===== src/rtl/axis_bram_seq_ctrl.sv =====
// Command sequencer for the AXIS<->BRAM adapter: accepts one transfer command, pulses
// the adapter's address reload, then counts stream beats to report completion.
module axis_bram_seq_ctrl #(
    parameter int ADDR_WIDTH     = 12,
    parameter int BEATS_PER_WORD = 36,
    parameter int CNT_WIDTH      = 18
) (
    input  logic                  s00_axis_aclk,
    input  logic                  s00_axis_aresetn,
    input  logic                  cmd_valid,
    output logic                  cmd_ready,
    input  logic                  cmd_rw,
    input  logic [ADDR_WIDTH-1:0] cmd_start_addr,
    input  logic [ADDR_WIDTH-1:0] cmd_bound_addr,
    input  logic                  abort,
    output logic                  rw,
    output logic                  addr_reload,
    output logic [ADDR_WIDTH-1:0] bram_start_addr,
    output logic [ADDR_WIDTH-1:0] bram_bound_addr,
    input  logic                  mon_s_tvalid,
    input  logic                  mon_s_tready,
    input  logic                  mon_s_tlast,
    input  logic                  mon_m_tvalid,
    input  logic                  mon_m_tready,
    output logic                  busy,
    output logic                  done,
    output logic                  err_short,
    output logic                  err_cmd,
    output logic [CNT_WIDTH-1:0]  beat_count
);

    typedef enum logic [2:0] {
        S_IDLE,
        S_CHECK,
        S_LOAD,
        S_SETTLE,
        S_RUN,
        S_DONE
    } state_t;

    state_t                r_state;
    state_t                w_next;
    logic                  r_rw;
    logic [ADDR_WIDTH-1:0] r_start;
    logic [ADDR_WIDTH-1:0] r_bound;
    logic [CNT_WIDTH-1:0]  r_total;
    logic [CNT_WIDTH-1:0]  r_count;
    logic                  r_short;

    logic                  w_hs;
    logic                  w_badCmd;
    logic [CNT_WIDTH-1:0]  w_countNext;
    logic [CNT_WIDTH-1:0]  w_words;
    logic [CNT_WIDTH-1:0]  w_total;
    logic                  w_lastBeat;
    logic                  w_shortExit;

    // Only the stream that matches the transfer direction is counted.
    assign w_hs        = r_rw ? (mon_s_tvalid && mon_s_tready) : (mon_m_tvalid && mon_m_tready);
    assign w_badCmd    = (r_bound < r_start);
    assign w_countNext = r_count + 1'b1;
    assign w_words     = CNT_WIDTH'(r_bound) - CNT_WIDTH'(r_start) + 1'b1;
    assign w_total     = w_words * CNT_WIDTH'(BEATS_PER_WORD);
    assign w_lastBeat  = (w_countNext == r_total);
    assign w_shortExit = r_rw && mon_s_tlast && !w_lastBeat;

    always_ff @(posedge s00_axis_aclk or negedge s00_axis_aresetn) begin
        if (!s00_axis_aresetn) begin
            r_state <= S_IDLE;
        end else begin
            r_state <= w_next;
        end
    end

    // Abort wins over everything else, including a simultaneous final beat.
    always_comb begin
        w_next = r_state;
        case (r_state)
            S_IDLE:   if (cmd_valid) w_next = S_CHECK;
            S_CHECK:  w_next = abort ? S_DONE : (w_badCmd ? S_IDLE : S_LOAD);
            S_LOAD:   w_next = abort ? S_DONE : S_SETTLE;
            S_SETTLE: w_next = abort ? S_DONE : S_RUN;
            S_RUN: begin
                if (abort) begin
                    w_next = S_DONE;
                end else if (w_hs && (w_lastBeat || w_shortExit)) begin
                    w_next = S_DONE;
                end
            end
            S_DONE:   w_next = S_IDLE;
            default:  w_next = S_IDLE;
        endcase
    end

    always_ff @(posedge s00_axis_aclk or negedge s00_axis_aresetn) begin
        if (!s00_axis_aresetn) begin
            r_rw    <= 1'b1;
            r_start <= '0;
            r_bound <= '0;
            r_total <= '0;
            r_count <= '0;
            r_short <= 1'b0;
        end else begin
            case (r_state)
                S_IDLE: begin
                    if (cmd_valid) begin
                        r_rw    <= cmd_rw;
                        r_start <= cmd_start_addr;
                        r_bound <= cmd_bound_addr;
                    end
                end
                S_CHECK: begin
                    r_short <= 1'b0;
                    if (!w_badCmd) begin
                        r_total <= w_total;
                        r_count <= '0;
                    end
                end
                S_RUN: begin
                    if (!abort && w_hs) begin
                        r_count <= w_countNext;
                        r_short <= w_shortExit;
                    end
                end
                default: ;
            endcase
        end
    end

    assign cmd_ready       = (r_state == S_IDLE);
    assign busy            = (r_state != S_IDLE);
    assign addr_reload     = (r_state == S_LOAD);
    assign done            = (r_state == S_DONE);
    assign err_short       = (r_state == S_DONE) && r_short;
    assign err_cmd         = (r_state == S_CHECK) && w_badCmd && !abort;
    assign rw              = r_rw;
    assign bram_start_addr = r_start;
    assign bram_bound_addr = r_bound;
    assign beat_count      = r_count;

endmodule

===== config.mk =====
export PLATFORM = sky130hd
export DESIGN_NAME = axis_bram_seq_ctrl
export DESIGN_NICKNAME = d
export VERILOG_FILES = /design/src/rtl/axis_bram_seq_ctrl.sv
export SDC_FILE = /design/constraint.sdc
export NUM_CORES = 1
export LEC_CHECK = 0
export CAP_MARGIN = 10
export CELL_PAD_IN_SITES_DETAIL_PLACEMENT = 1
export CELL_PAD_IN_SITES_GLOBAL_PLACEMENT = 2
export CORE_MARGIN = 2
export CORE_UTILIZATION = 32
export DETAILED_ROUTE_END_ITERATION = 10
export PLACE_DENSITY_LB_ADDON = 0.1
export SETUP_SLACK_MARGIN = 0.5
export SYNTH_ARGS = -nofsm -noshare
export SYNTH_HDL_FRONTEND = slang
export SYNTH_SLANG_ARGS = --single-unit

===== constraint.sdc =====
create_clock -name s00_axis_aclk -period 4.8 [get_ports s00_axis_aclk]
set_input_delay 0.48 -clock s00_axis_aclk [delete_from_list [all_inputs] [get_ports s00_axis_aclk]]
set_output_delay 0.48 -clock s00_axis_aclk [all_outputs]
set_load 0.02 [all_outputs]

=== Yosys cells after proc, flatten, opt, wreduce, memory -nomap -nowiden ===
Cells that the tools add are included.

* Add/subtract/negate cells: 3
* $mul: 1
* $lt $le $gt $ge: 1
* Equality and inequality tests: 10
* Multiplexer cells: 14
* Bitwise operators: 1
* Reduce and logical (&&, ||, !) cells: 20

{| class="wikitable"
|+ Operator list
! kind !! count
|-
| $mux W18 || 2
|-
| $pmux W18 S2 || 1
|-
| $add A18 B1 Y18 const B || 1
|-
| $eq A18 B18 Y1 || 1
|-
| $mul A18 B4 Y16 const B || 1
|-
| $mux W3 || 5
|-
| $pmux W3 S5 || 1
|-
| $add A13 B2 Y14 const B || 1
|-
| $sub A12 B12 Y13 || 1
|-
| $lt A12 B12 Y1 || 1
|-
| $logic_and A1 B1 Y1 || 9
|-
| $reduce_and A2 Y1 || 4
|-
| $eq A3 B2 Y1 const B || 2
|-
| $eq A3 B3 Y1 const B || 2
|-
| $ne A2 B2 Y1 const B || 3
|-
| $eq A3 B1 Y1 const B || 1
|-
| $logic_not A3 Y1 || 1
|-
| $mux W1 || 3
|-
| $ne A3 B3 Y1 const B || 1
|-
| $reduce_and A3 Y1 || 1
|-
| $reduce_bool A3 Y1 || 1
|-
| $logic_not A1 Y1 || 2
|-
| $mux W2 || 1
|-
| $pmux W1 S2 || 1
|-
| 3 further kinds || 3
|}

* Flip-flop bits (word level): 63
* Input port bits: 34
* Output and inout port bits: 49
* Word-level logic and storage cells: 57

=== Depth between registers and ports, before layout ===
Gate-level depths: netlist of the first run.

* Word-level depth: 9
* Gate-level depth with buffers: 21
* Gate-level depth less buffers: 21

=== Worst setup path after synthesis of the first run ===
Ideal clock, no wire load.

* Path kind: register to register
* Start: register r_bound[0] (netlist: bram_bound_addr[0])
* End: register r_total[17]
* Setup time: 0.124 ns
* Arrival time: 3.925 ns
* Data required time: 4.676 ns
* Path slack: 0.750 ns
* Cell stages (with the launch flop): 19
* Buffers on the path: 0
* Period minus slack after synthesis: 4.050 ns
* Cell sequence: dfrtp_1 > inv_1 > ha_1 > fa_1 > nor2b_4 > o2111a_1 > or4b_4 > a22oi_4 > nand4b_1 > nor2_2 > xnor2_1 > ha_1 > ha_1 > a21o_1 > nand2_1 > o21ai_0 > o41ai_1 > o41a_1 > o21ai_1

* Word-level cells in the longest chain between the ends: 3
* Elaborated cells between the ends (all ways): 6
* Those cells by class: add/sub (2); mul (1); order compare (1); bitwise (1); reduce/logical (1)

{| class="wikitable"
|+ RTL lines
! what !! RTL line !! RTL
|-
| start: declaration || 45 || <nowiki>logic [ADDR_WIDTH-1:0] r_bound;</nowiki>
|-
| start signal: assignment || 109 || <nowiki>r_bound <= cmd_bound_addr;</nowiki>
|-
| $sub A12 B12 Y13 / $lt A12 B12 Y1 (equally long branches) || 62, 60 ||
|-
| $add A13 B2 Y14 / $not A1 Y1 (equally long branches) || - ||
|-
| $mul A18 B4 Y16 / $reduce_and A2 Y1 (equally long branches) || - ||
|-
| end signal: assignment || 115 || <nowiki>r_total <= w_total;</nowiki>
|-
| end: declaration || 46 || <nowiki>logic [CNT_WIDTH-1:0] r_total;</nowiki>
|}

Several ways; a longest one is shown, not always the timed one.
A chain may end at the register's enable or synchronous reset.

=== Final worst setup path of the first run ===
* Start: register r_bound[0] (netlist: bram_bound_addr[0])
* End: register r_total[16]

The elaborated chain is that of the path after synthesis.

==> results.toml, run 1 <==
[placement]
finalWeightedCongestion = 0.779
placed_cell_area_um2 = 5790
portBuffers = 82
numPlacedInstances = 809
detailedPlacementHpwl_um = 10600

[setup_path]
end_kind = "flip-flop"
crit_required_ps = 5070
r2r-start = "bram_bound_addr[0]$_DFFE_PN0P_"
critical_path_peak_fanout = 4
ff2ff_setup_slack_ps = 640
crit-reg2reg-capture = "r_total[16]$_DFFE_PN0P_"
timing.setup.critical_path_class = "reg2reg"
start_kind = "flip-flop"
timing.critical_path.arrival_ps = 4430
worstRegToRegCells = 18

[clocking]
path_clk_slew_ps = 60
cts.root.buffer_cell = "clkbuf_16"
clock_sinks = 63
clock_path_buffers = 2
cts-hold-fix-buffers = 0
clk_latency_ps = 340
tritoncts = "done"
cts-buffers-inserted = 9
cts.htree.levels = 3

[timing]
layout_worst_path_cycle_share_pct = 86.6
finalSetupTns_ps = 0
final_period_minus_worst_setup_slack_ps = 4160
worst_margin_pin_slew_ps = 1050
slew_viol_final = 0
finalSetupViolCount = 0
setup_repair_after_global_routing_missed_its_margin = "false"
hold_violations = 0
timing.clock.skew_ps = 10.4
fmax_ghz = 0.241
max_slew_margin_pct = 30.1

[final_layout]
mostFrequentLayoutCells = "81 x clkdlybuf4s50_1, 80 x nand2_1, 62 x dfrtp_1"
layout_nets = 716
areaGrowthSynthToFinish_pct = 33.6
finish.cell_count_without_fillers = 835
final_area_um2 = 6400
n_antenna_cell = 0
most_common_cell_after_layout_fill_and_taps_aside = "clkdlybuf4s50_1"
fill_cells = 1676
drive_gt1_share_pct = 14.4

[status]
outcome = "finished, final reports clean"

[global_routing]
grt_max_degree = 64
grt_antenna_before_repair = 0
grt_use_met1_pct = 22.1
grt-ovfl-total = 0
globalRouteMet3Util_pct = 3.67
grt_use_met2_pct = 32.9
grt_busiest_layer = "met2"
all_layer_global_routing_usage_pct = 18.3
first_global_vias = 4680
global_route_wire_length_before_repair_um = 23700

[detailed_routing]
residual_drc = 0
via_count = 4392
vias_per_cell = 5.26
detailedRoute.firstIterationViolations = 152
route.antenna.remaining_nets = 0
drt_pass1_iterations = 4
avgRoutedWirePerCell_um = 16.9
drt-total-wl_um = 14100

[synthesis]
yosys_warnings = 0
gate_count_post_synth = 558
synth_enable_flop_cells = 0
ys_seq_area_share_pct = 32.9
mappedNetlistArea_um2 = 4790
ys_ff_latch = 63
unique_masters_post_synth = 68
synth-async-reset-ratio_pct = 100
post_synth.cell_area_avg_um2 = 8.59
synthesis.nets = 628
synth_top_flop_cell = "dfrtp_1"

[worst_hold_path]
holdCritPathClass = "in2async"

[flow_run]
max_cap_viol_count = 0

[die]
dieHeight_um = 126
placement_rows = 44
core_region_area_um2 = 14600
initial_utilization_pct = 32.8
design.die.area_um2 = 16000
pin_count = 83
floorplan.die.width_um = 126
[registers in the layout, indices dropped and copies added, names as in the netlist]
signal / flops
bram_start_addr: 12
r_total: 16
r_state: 3
rw: 1
bram_bound_addr: 12
beat_count: 18
r_short: 1
[cell families (layout without fill, tap and decap cells)]
kind of cell	after synthesis	after routing	synth area share (%)
buf+inv	46	139	3.71
mux	14	14	3.24
compound gates	144	144	19.8
flops	63	63	32.9
xor+xnor	48	48	9.09
fa+ha+maj	36	36	9.72
simple gates	207	207	21.5
[per-layer routing]
metal / up-vias / part of all wire [%]
met5: - / 0
met4: 0 / 1.7
met3: 21 / 2.6
met2: 58 / 52
met1: 2143 / 44
li1: 2170 / -
[final cells by class]
| cell class | instances | area [um^2] | share of cell area (%) |
|---|---|---|---|
| Clock inverter | 4 | 76.3 | 1.19 |
| Inverter | 27 | 101 | 1.58 |
| Sequential cell | 63 | 1580 | 24.7 |
| Clock buffer | 12 | 267 | 4.16 |
| Timing Repair Buffer | 96 | 921 | 14.4 |
| Multi-Input combinational cell | 449 | 3230 | 50.4 |
| Tap cell | 184 | 230 | 3.60 |
[synth_stat cells (all sizes together) (2+ instances only)]
library cell  count  share of area, %
nand2            80               6.3
dfrtp            62                32
o21ai            61               6.4
nor2             40               3.2
ha               34               8.9
xnor2            33               6.2
inv              27               2.1
a21oi            21               2.5
nand3            19               2.0
clkbuf           17               1.3
nor3             15               1.7
o31ai            15               2.4
xor2             15               2.9
mux2             12               2.8
nor2b             8               1.2
a21o              6              0.94
and2              6              0.78
and3              6              0.78
nand4             5              0.65
nor4              5              0.97
o211ai            5              0.78
or2               5              0.65
a31oi             4              0.52
o21a              4              0.63
or3               4              0.52
a211oi            3              0.47
a311oi            3              0.81
nand2b            3              0.39
o2111a            3              0.71
a2bb2oi           2              0.37
and4              2              0.37
buf               2              0.26
fa                2              0.84
mux2i             2              0.42
nor3b             2              0.31
o2111ai           2              0.37
o311ai            2              0.37
o41ai             2              0.37
[worst max-delay path, stage by stage (launching register included)]
cell,delay (ps)
dfrtp_1,350
inv_1,60
ha_2,200
fa_2,410
nor2b_4,190
o22ai_4,90
xnor2_2,240
nand4_1,180
buf_4,190
nor4_4,330
xor2_1,260
ha_2,340
ha_4,300
a21boi_2,200
o21ai_2,80
a21oi_2,190
o211ai_1,130
a211o_1,280
nand3_1,60
[how the worst max path moves through the flow]
stage	from	depth (start not counted)	end
after floorplan	bram_bound_addr[0]$_DFFE_PN0P_	18	r_total[17]$_DFFE_PN0P_
after global placement	bram_bound_addr[0]$_DFFE_PN0P_	18	r_total[17]$_DFFE_PN0P_
after detailed placement	bram_start_addr[0]$_DFFE_PN0P_	16	r_total[16]$_DFFE_PN0P_
after CTS	bram_start_addr[6]$_DFFE_PN0P_	16	r_total[16]$_DFFE_PN0P_
after global routing	bram_bound_addr[0]$_DFFE_PN0P_	18	r_total[16]$_DFFE_PN0P_
final	bram_bound_addr[0]$_DFFE_PN0P_	18	r_total[16]$_DFFE_PN0P_
[metrics by stage]
step                worst slack, ps  util, %  hold slack [ps]
finish                          643     43.9              329
global route                    401     43.9              408
CTS                             477     42.2              370
detailed placement              407     39.7              489
global placement                464     39.7              487
floorplan                       750        -              184
[repair_timing]
action,CTS,global route
pin swaps,2,18
setup endpoints to repair,3,6
gates resized for setup,2,35
buffers inserted,1,9
Power of run 1 is left out: the tool's default activity adds up to more than one toggle a clock period on the data nets, which glitch-free logic cannot reach.
==> inputs of run 2 (changes only) <==
RECOVER_POWER = 25   (was default)
==> run 2 against run 1 <==
Compared with the run above:
- the run now ends with capacitance limit, slew limit left
- sequential cell count unchanged
- core utilization about the same
- global-route usage unchanged
- first-iteration DRC count unchanged
- count of clock-buffer cells in the layout unchanged
- critical path type unchanged
- critical endpoint unchanged
- highest routed layer unchanged
==> results.toml, run 2 (synthesis gave the netlist of run 1 again) <==
[setup_path]
start_kind = "flip-flop"
r2r-start = "bram_bound_addr[0]$_DFFE_PN0P_"
timing.critical_path.cells = "inv_1 -> ha_2 -> fa_2 -> nor2b_4 -> o22ai_4 -> xnor2_2 -> nand4_1 -> buf_4 -> nor4_4 -> xor2_1 -> ha_2 -> ha_4 -> a21boi_2 -> o21ai_2 -> a21oi_2 -> o211ai_1 -> a211o_1 -> nand3_1"
cp_slowest_cell = "fa_2"
end_kind = "flip-flop"
timing.critical_path.from = "bram_bound_addr[0]$_DFFE_PN0P_"
critical_path_peak_fanout = 4
crit_required_ps = 5070
timing.setup.critical_path_class = "reg2reg"
critical-path-top-cell-by-count = "ha_2"
max_stage_delay_ps = 410
timing.critical_path.arrival_ps = 4430

[final_layout]
area_taken_by_multi_input_logic_gates_um2 = 3230
fill_cells = 1677
ff_latch_area_um2 = 1580
areaGrowthSynthToFinish_pct = 33.5
drive_gt1_share_pct = 14.3
n_antenna_cell = 0
most_common_cell_after_layout_fill_and_taps_aside = "clkdlybuf4s50_1"
largest_register_ff_count = 18
layout_nets = 716
mostFrequentLayoutCells = "81 x clkdlybuf4s50_1, 80 x nand2_1, 62 x dfrtp_1"

[timing]
final_period_minus_worst_setup_slack_ps = 4160
timing.clock.skew_ps = 10.4
layout_worst_path_cycle_share_pct = 86.6
finalSetupTns_ps = 0
slew_viol_final = 64
worst_margin_pin_slew_ps = 3590
finalSetupViolCount = 0
setup_repair_after_global_routing_missed_its_margin = "false"
fmax_ghz = 0.241
max_slew_margin_pct = -139
hold_violations = 0

[global_routing]
grt_antenna_before_repair = 0
global_route_wire_length_before_repair_um = 23700
all_layer_global_routing_usage_pct = 18.3
grt_max_degree = 64
grt-ovfl-total = 0
first_global_vias = 4680

[clocking]
cts-hold-fix-buffers = 0
cts-buffers-inserted = 9
cts.htree.levels = 3
clk_latency_ps = 340
tritoncts = "done"
clock_path_buffers = 2
clock_sinks = 63
path_clk_slew_ps = 60
cts.root.buffer_cell = "clkbuf_16"

[detailed_routing]
residual_drc = 0
drt_pass1_iterations = 4
route.antenna.remaining_nets = 0
via_count = 4392
drt-total-wl_um = 14100
avgRoutedWirePerCell_um = 16.9
detailedRoute.firstIterationViolations = 152
vias_per_cell = 5.26

[worst_hold_path]
holdCritStartpoint = "r_short$_DFFE_PN0P_"
holdCritPathClass = "reg2reg"

[die]
dieHeight_um = 126
pin_count = 83
initial_utilization_pct = 32.8
design.die.area_um2 = 16000
core_region_area_um2 = 14600
floorplan.die.width_um = 126
placement_rows = 44

[flow_run]
max_cap_viol_count = 1

[placement]
detailedPlacementHpwl_um = 10600
portBuffers = 82
finalWeightedCongestion = 0.779

[status]
outcome = "finished with violations"
violations_in_the_final_reports = "capacitance limit, slew limit"
-- run 2: through the flow --
stage	cell area [um^2]	util, %	setup slack (ps)	hold WS (ps)	instances
after floorplan	4790	-	750	184	558
after global placement	5790	39.7	464	487	809
after detailed placement	5790	39.7	407	489	809
after CTS	6160	42.2	477	370	826
after global routing	6400	43.8	401	535	835
final	6400	43.8	643	497	835
-- run 2: repair_timing --
action | CTS | global route
pin swaps | 2 | 18
setup buffers | 1 | 9
resized for setup | 2 | 35
endpoints found under the setup margin | 3 | 6
-- run 2: worst max-delay path, delay by kind of cell, from the launching register on --
kind                       cells  cell delay [ps]
xor gates and xnor gates       2              500
and+or+nand+nor                4              760
DFF                            1              350
adders and majority gates      4             1250
AOI/OAI and AO/OA              6              970
buffers and inverters          2              250
-- run 2: final timing paths --
kind	to	slack (ps)	cells after the start
setup / recovery	r_total[16]$_DFFE_PN0P_	640	18
hold / removal	r_short$_DFFE_PN0P_	500	2
setup reg to reg	r_total[16]$_DFFE_PN0P_	640	18
hold reg to reg	r_short$_DFFE_PN0P_	500	2
max in group asynchronous	beat_count[16]$_DFFE_PN0P_	1320	2
min in group asynchronous	r_state[2]$_DFFE_PN0P_	1460	2
-- run 2: area by class of cell --
type,instances,area share (%)
multi-input cells,449,50.4
flip-flops and latches,63,24.7
repair buffers,96,14.3
clock buffers,12,4.17
well taps,184,3.60
inverters,27,1.58
clock inverters,4,1.19
-- run 2: routing by layer --
layer	vias to the layer above	wire length (um)	track usage, %
li1	2170	-	-
met1	2143	6210	22.1
met2	58	7290	32.9
met3	21	372	3.67
met4	0	246	5.24
met5	-	0	0
Power of run 2 is left out for the same reason.
==> inputs of run 3 (changes only) <==
CORE_MARGIN = 10   (was 2)
==> run 3 against run 2 <==
Compared with the run above:
- the run still ends with capacitance limit, slew limit left
- setup slack better by 67 ps
- critical path depth down 2
- sequential share of layout area up 0.65 points
- register-to-register slack better by 70 ps
- final cell count down 0.36%
- count of clock-buffer cells in the layout down 3
- first-iteration DRC count down 14%
- sequential cell count unchanged
- wire length up 2.9%
- final area down 2.6%
- die area up 27%
- largest cell class unchanged
==> results.toml, run 3 (synthesis gave the netlist of run 1 again) <==
[status]
outcome = "finished with violations"
violations_in_the_final_reports = "capacitance limit, slew limit"

[setup_path]
timing.critical_path.arrival_ps = 4320
worstRegToRegCells = 16
ff2ff_setup_slack_ps = 710
end_kind = "flip-flop"
timing.setup.critical_path_class = "reg2reg"
crit_required_ps = 5030
critical_path_peak_fanout = 5
start_kind = "flip-flop"

[worst_hold_path]
worstHoldPathCells = 2
holdCritPathClass = "reg2reg"

[detailed_routing]
drt-total-wl_um = 14500
vias_per_cell = 5.26
avgRoutedWirePerCell_um = 17.5
via_count = 4380
detailedRoute.firstIterationViolations = 130
drt_pass1_iterations = 4
route.antenna.remaining_nets = 0
residual_drc = 0

[final_layout]
fill_cells = 1710
mostFrequentLayoutCells = "81 x clkdlybuf4s50_1, 80 x nand2_1, 62 x dfrtp_1"
drive_gt1_share_pct = 12.7
final_core_utilization_pct = 42.7
largest_register_ff_count = 18
most_common_cell_after_layout_fill_and_taps_aside = "clkdlybuf4s50_1"
n_antenna_cell = 0
layout_nets = 713
areaGrowthSynthToFinish_pct = 30.1

[timing]
max_slew_margin_pct = -140
hold_violations = 0
worst_margin_pin_slew_ps = 3590
slew_viol_final = 64
layout_worst_path_cycle_share_pct = 85.2
timing.clock.skew_ps = 11.1
finalSetupViolCount = 0
fmax_ghz = 0.245
setup_repair_after_global_routing_missed_its_margin = "true"
finalSetupTns_ps = 0
final_period_minus_worst_setup_slack_ps = 4090

[clocking]
cts.htree.levels = 3
clk_latency_ps = 350
path_clk_slew_ps = 60
cts.root.buffer_cell = "clkbuf_16"
clock_path_buffers = 2
cts-buffers-inserted = 9
tritoncts = "done"
cts-hold-fix-buffers = 0
clock_sinks = 63

[global_routing]
all_layer_global_routing_usage_pct = 14.7
globalRouteMet3Util_pct = 3.64
global_route_wire_length_before_repair_um = 24300
grt_use_met2_pct = 26.2
grt_max_degree = 64
grt_use_met1_pct = 17.0
grt-ovfl-total = 0
grt_antenna_before_repair = 0
grt_busiest_layer = "met2"
first_global_vias = 4626

[placement]
detailedPlacementHpwl_um = 11200
finalWeightedCongestion = 0.796
portBuffers = 82

[die]
floorplan.die.width_um = 142
pin_count = 83
design.die.area_um2 = 20300
initial_utilization_pct = 32.8
dieHeight_um = 142
core_region_area_um2 = 14600
placement_rows = 44

[flow_run]
max_cap_viol_count = 1
run 3: cell types whose count changed in the layout (fill, tap and decap cells not counted), sizes merged:
cell | before | now
clkinv | 1 | 2
bufinv | 2 | 0
inv | 27 | 28
buf | 14 | 11
clkinvlp | 1 | 4
clkbuf | 13 | 10
run 3: final timing paths:
| check | from | end |
|---|---|---|
| max | bram_bound_addr[2]$_DFFE_PN0P_ | r_total[17]$_DFFE_PN0P_ |
| min | r_total[6]$_DFFE_PN0P_ | r_total[6]$_DFFE_PN0P_ |
| max reg2reg | bram_bound_addr[2]$_DFFE_PN0P_ | r_total[17]$_DFFE_PN0P_ |
| min reg2reg | r_total[6]$_DFFE_PN0P_ | r_total[6]$_DFFE_PN0P_ |
| max in group asynchronous | s00_axis_aresetn | bram_bound_addr[6]$_DFFE_PN0P_ |
| min in group asynchronous | s00_axis_aresetn | r_state[2]$_DFFE_PN0P_ |
run 3: repair_timing:
| action | CTS | global route |
|---|---|---|
| buffers inserted | 0 | 7 |
| endpoints found under the hold margin | 0 | 0 |
| endpoints found under the setup margin | 3 | 6 |
| gates resized for setup | 3 | 24 |
| pin swaps | 0 | 11 |
run 3: cell type report:
cell class	count	area, um^2	area share, %
Inverter	27	101	1.63
Clock inverter	7	48.8	0.783
Tap cell	184	230	3.69
Multi-Input combinational cell	449	3150	50.6
Timing Repair Buffer	93	895	14.4
Sequential cell	63	1580	25.3
Clock buffer	9	225	3.61
run 3: critical path, cell delays in order (launching register included):
cell and delay, ps:
dfrtp_1 400, ha_1 370, nor2b_4 170, o2111a_2 270, or4b_4 540, a22oi_4 230, nand4b_1 210, nor2_4 180
xnor2_1 140, ha_1 290, ha_4 270, a21o_1 180, nand2_1 60, o21ai_1 90, o41ai_2 330, o41a_1 160
o21ai_1 60
run 3: stage by stage:
| step | cell area (um^2) | setup slack, ps | std cells | hold slack [ps] |
|---|---|---|---|---|
| 4_1_cts | 6080 | 472 | 825 | 369 |
| 2_1_floorplan | 4790 | 750 | 558 | 184 |
| 6_report | 6230 | 710 | 832 | 495 |
| 3_3_place_gp | 5790 | 467 | 809 | 488 |
| 5_1_grt | 6230 | 477 | 832 | 528 |
| 3_5_place_dp | 5790 | 411 | 809 | 492 |
run 3: layer usage:
metal	part of all wire [%]	vias up
met4	1.4	0
met1	43	2151
met3	3.9	15
li1	-	2169
met2	52	45
met5	0	-
Power of run 3 is left out for the same reason.
